`config.mk`:
```
export PLATFORM = sky130hd
export DESIGN_NAME = if_id_hazard
export DESIGN_NICKNAME = d
export VERILOG_FILES = /design/src/rtl/if_id_hazard.sv
export SDC_FILE = /design/constraint.sdc
export NUM_CORES = 1
export LEC_CHECK = 0
export BUFFER_PORTS_ARGS = -buffer_cell sky130_fd_sc_hd__buf_2
export CORE_MARGIN = 1
export CORE_UTILIZATION = 51
export CTS_BUF_LIST = sky130_fd_sc_hd__clkbuf_8
export DETAILED_ROUTE_END_ITERATION = 8
export HOLD_SLACK_MARGIN = 0.1
export PLACE_DENSITY = 0.93
export SYNTH_ARGS = -nofsm -noshare
export SYNTH_HDL_FRONTEND = slang
export SYNTH_SLANG_ARGS = --single-unit
```
`constraint.sdc`:
```
create_clock -name CLK -period 3.8 [get_ports CLK]
set_clock_uncertainty 0.05 [all_clocks]
set_input_delay 0.38 -clock CLK [delete_from_list [all_inputs] [get_ports CLK]]
set_output_delay 0.38 -clock CLK [all_outputs]
set_load 0.005 [all_outputs]
```
`src/rtl/if_id_hazard.sv`:
```
// IF/ID pipeline register with load-use stall and taken-branch flush control.
// Optional performance counters are enabled by defining IF_ID_PERF_CNT_EN.
module if_id_hazard #(
   parameter int          size     = 32,
   parameter logic [31:0] NOP_INSN = 32'h00000013
) (
   input  logic            CLK,
   input  logic            RESET_N,
   input  logic [size-1:0] PC_IF,
   input  logic [31:0]     instr_IF,
   input  logic            MemRead_EX,
   input  logic [4:0]      wrin_EX,
   input  logic            branch_taken_EX,
   output logic [size-1:0] PC_ID,
   output logic [31:0]     instr_ID,
   output logic            valid_ID,
   output logic            pc_hold,
   output logic            bubble_ID
`ifdef IF_ID_PERF_CNT_EN
   ,
   output logic [31:0]     stall_count,
   output logic [31:0]     flush_count
`endif
);

   localparam logic [6:0] OPC_LUI    = 7'b0110111;
   localparam logic [6:0] OPC_AUIPC  = 7'b0010111;
   localparam logic [6:0] OPC_JAL    = 7'b1101111;
   localparam logic [6:0] OPC_OP     = 7'b0110011;
   localparam logic [6:0] OPC_STORE  = 7'b0100011;
   localparam logic [6:0] OPC_BRANCH = 7'b1100011;

   typedef enum logic {RUN, STALLED} state_t;

   state_t     state_reg;
   state_t     state_next;
   logic [4:0] rs1;
   logic [4:0] rs2;
   logic [6:0] opc;
   logic       uses_rs1;
   logic       uses_rs2;
   logic       hazard;
   logic       hazard_stall;

   assign rs1 = instr_ID[19:15];
   assign rs2 = instr_ID[24:20];
   assign opc = instr_ID[6:0];

   assign uses_rs1 = (opc != OPC_LUI) && (opc != OPC_AUIPC) && (opc != OPC_JAL);
   assign uses_rs2 = (opc == OPC_OP) || (opc == OPC_STORE) || (opc == OPC_BRANCH);

   // x0 is never a real dependency, so wrin_EX==0 cannot stall
   assign hazard = valid_ID && MemRead_EX && (wrin_EX != 5'd0) &&
                   ((uses_rs1 && (rs1 == wrin_EX)) || (uses_rs2 && (rs2 == wrin_EX)));

   always_ff @(posedge CLK or negedge RESET_N) begin
      if (!RESET_N) state_reg <= RUN;
      else          state_reg <= state_next;
   end

   // STALLED lasts exactly one cycle: the bubble has already pushed the load to MEM
   always_comb begin
      state_next   = RUN;
      hazard_stall = 1'b0;
      if (!branch_taken_EX && (state_reg == RUN) && hazard) begin
         state_next   = STALLED;
         hazard_stall = 1'b1;
      end
   end

   assign pc_hold   = hazard_stall;
   assign bubble_ID = hazard_stall | branch_taken_EX | !valid_ID;

   always_ff @(posedge CLK or negedge RESET_N) begin
      if (!RESET_N) begin
         PC_ID    <= '0;
         instr_ID <= NOP_INSN;
         valid_ID <= 1'b0;
      end else if (branch_taken_EX) begin
         PC_ID    <= PC_IF;
         instr_ID <= NOP_INSN;
         valid_ID <= 1'b0;
      end else if (!hazard_stall) begin
         PC_ID    <= PC_IF;
         instr_ID <= instr_IF;
         valid_ID <= 1'b1;
      end
   end

`ifdef IF_ID_PERF_CNT_EN
   always_ff @(posedge CLK or negedge RESET_N) begin
      if (!RESET_N) begin
         stall_count <= '0;
         flush_count <= '0;
      end else begin
         if (hazard_stall && (stall_count != 32'hFFFFFFFF))
            stall_count <= stall_count + 32'd1;
         if (branch_taken_EX && (flush_count != 32'hFFFFFFFF))
            flush_count <= flush_count + 32'd1;
      end
   end
`endif

endmodule

```
==> impl_metrics.csv <==
group,metric,value,unit
outcome,status,"completed",
placed_design,final_replace_weighted_congestion,0.775,
clocking,cts_tree,"done",
cells_and_area,largest_registers,"PC_ID x32, instr_ID x32",
clocking,cts_post_setup_buffers_inserted,0,
yosys,postSynthRegisterBits,66,
clocking,cts_max_path_buffers,2,
floorplanning,design.core.area,0.00524,mm²
min_path,worstHoldStart,"PC_IF[27]",
sta,final_hold_viol_count,0,
sta,setup_violations,0,
critical_path,cp-start-kind,"register",
cells_and_area,final_net_count,430,
floorplanning,initial_utilization,0.544,
detailed_routing,routed_wl,6710,µm
cells_and_area,final_cells,428,
yosys,edff_count_synth,0,
sta,worst_slew_pin_slew,1.21,ns
floorplanning,die_width,76.7,µm
detailed_routing,ant_nets,0,
clocking,numClockSinks,66,
floorplanning,std_cell_rows,26,
clocking,ctsRootBufferMaster,"clkbuf_8",
yosys,netlist_top_cells_area,"dfrtp_1, mux2_2, mux2_1",
clocking,cts_made_buffers,9,
global_routing,pin_count_of_the_biggest_net_entering_global_routing,38,
floorplanning,die-area,0.00589,mm²
detailed_routing,drt_pass1_iterations,5,
placed_design,post-place-cells,415,
yosys,post-synth-top-count-cell,"dfrtp_1",
sta,finalMaxSlewViolations,0,
sta,slew-limit-headroom,0.192,
critical_path,critical_path_required,3.37,ns
yosys,post_synth_inst_count,216,
floorplanning,floorplan.die.height,76.7,µm
floorplanning,io-pin-count,140,
yosys,yosysSeqAreaShare,0.581,
global_routing,wire_length_of_the_first_global_routing_pass,11000,µm
critical_path,timing.setup.critical_path_class,"reg2out",
placed_design,buffer_ports.inserted,139,
flow_run,maxCapViolations,0,
yosys,yosysUniqueCellTypes,31,
cells_and_area,final_design_instance_area_without_fill,0.00378,mm²
detailed_routing,detail_route.iter0.violations,117,
detailed_routing,drc_errors,0,
cells_and_area,seqCellArea,0.00166,mm²
cells_and_area,drive_gt1_frac,0.511,
critical_path,critical_path_peak_fanout,35,
global_routing,grt.overflow.total,0,
yosys,syn-cell-area,0.00285,mm²
global_routing,grt_antenna_before_repair,0,
critical_path,critical_path.endpoint_type,"output port",
yosys,synth_fp_nets,289,
global_routing,gr-usage-all-layers,0.244,
cells_and_area,fill_cells,388,
critical_path,cpMaxStageDelayCell,"nor3_4",
cells_and_area,number_of_antenna_repair_diodes,0,
critical_path,critical_path.startpoint,"state_reg",
sta,maxClockFrequency,0.328,GHz
critical_path,worst_ep_arrival_time,2.62,ns
pwr,p_leak,0.00189,µW
yosys,post-synth-top-area-cell,"dfrtp_1",
detailed_routing,post_drt_wl_per_cell,15.7,µm
pwr,cellPowerDensity,369,mW/mm²
yosys,synth-warning-count,0,
yosys,synth_area_per_inst,13.2,µm²
critical_path,regToRegStartpoint,"instr_ID[0]",
yosys,postSynth.asyncResetShare,1.00,
sta,unrepaired_setup_endpoints_after_global_routing,"false",
yosys,synth_top_flop_cell,"dfrtp_1",
critical_path,cp_slowest_stage_delay,0.96,ns
sta,tns,0,ns
critical_path,path_cells,"and4bb_2, o2111ai_1, nor3_4, nor2_4, nand3_1, buf_2",
cells_and_area,multi_input_area,0.00109,mm²
placed_design,place.detailed.hpwl,4870,µm
cells_and_area,area.growth.synth_to_final,32.7,%
min_path,worstHoldPathType,"in2reg",
pwr,totalPowerFinal,1400,µW
clocking,reg_clk_slew_reported_paths,0.06,ns
yosys,synth_top_cell_area_share,0.553,
detailed_routing,num_vias,2274,
sta,post-route-period-util,0.802,
clocking,worst_skew_pair.late_latency,0.33,ns
clocking,cts_htree_levels,3,
sta,fin_hold_ws,0.216,ns
global_routing,first_global_vias,2380,
placed_design,placedInstanceArea,0.00362,mm²
pwr,peakVddDrop,0.294,mV
detailed_routing,routed_via_density,5.31,
yosys,netlist_top_cells_count,"dfrtp_1, mux2_2, mux2_1",
sta,finalWorstPathRequiredPeriod,3.05,ns
stage by stage:
stage / utilization / setup WS [ns]
after global routing: 0.722 / 0.547
after global placement: 0.692 / 0.973
after CTS: 0.722 / 0.739
after detailed placement: 0.692 / 0.885
after floorplan: - / 1.40
final: 0.722 / 0.752
layout make-up:
class,instances,area share
tap,70,0.0232
timing repair buffer,145,0.200
multi-input combinational,124,0.289
inverter,11,0.0109
clock inverter,2,0.00232
clock buffer,10,0.0364
sequential,66,0.438
worst max-delay path, delay by kind of cell (launching register included):
kind	cells	cell delay, ns
AO/OA/AOI/OAI	1	0.19
flip-flops	1	0.35
buffers and inverters	1	0.14
AND/OR/NAND/NOR	4	1.59
metal layers:
metal / global-route usage / share of wire / vias to the layer above
met3: 0.0738 / 0.097 / 10
met2: 0.396 / 0.48 / 133
met1: 0.294 / 0.41 / 1074
met5: 0 / 0 / -
met4: 0.121 / 0.017 / 0
li1: - / - / 1057
placed cells by master, fill, tap and decap left out:
master           n
mux2i_1          1
buf_2          139
o2111ai_1        1
nand2b_1         2
nor2b_1          5
o22a_1           3
and2_1           1
xnor2_1         10
a31o_1          14
nor2_4           1
dfstp_2          3
nand3_1          5
o41ai_1          8
o21ai_0          8
and4bb_2         1
dfrtp_1         63
nand2_1          2
a31o_2           1
buf_4            4
a2111oi_0        1
buf_12           1
nor3_4           1
clkinv_2         1
nor2_1           1
o21a_1          15
inv_1           11
nor4_4           1
clkinv_1         1
clkbuf_8        10
or4_1            2
dlygate4sd3_1    1
mux2_2          20
or3_1            3
mux2_1          17
power by group:
part	total (µW)	internal [µW]	switching, µW	leakage (µW)
Combinational	162	89.2	72.8	0.00100
Clock	470	236	234	0.0000811
Sequential	764	741	23.1	0.000804
path summary, 6_finish.rpt:
path	cells after the start	slack [ns]	endpoint
setup / recovery	6	0.75	bubble_ID
hold / removal	2	0.22	PC_ID[27]
setup reg to reg	6	1.02	PC_ID[29]
hold reg to reg	1	0.43	PC_ID[27]
max in group asynchronous	3	2.21	PC_ID[16]
min in group asynchronous	2	0.57	instr_ID[19]
timing repair:
action	in CTS	in global routing
endpoints found under the hold margin	26	0
hold buffers	1	0
gates resized for setup	0	0
setup endpoints to repair	0	0
cell families (layout without fill, tap and decap cells):
| group | after synthesis | after routing | synth area share |
|---|---|---|---|
| flops | 66 | 66 | 0.581 |
| compound gates | 51 | 51 | 0.140 |
| mux | 38 | 38 | 0.150 |
| buf+inv | 26 | 168 | 0.0391 |
| simple gates | 25 | 25 | 0.0597 |
| xor+xnor | 10 | 10 | 0.0307 |
Note: power is estimated with default switching activity, not from simulation.
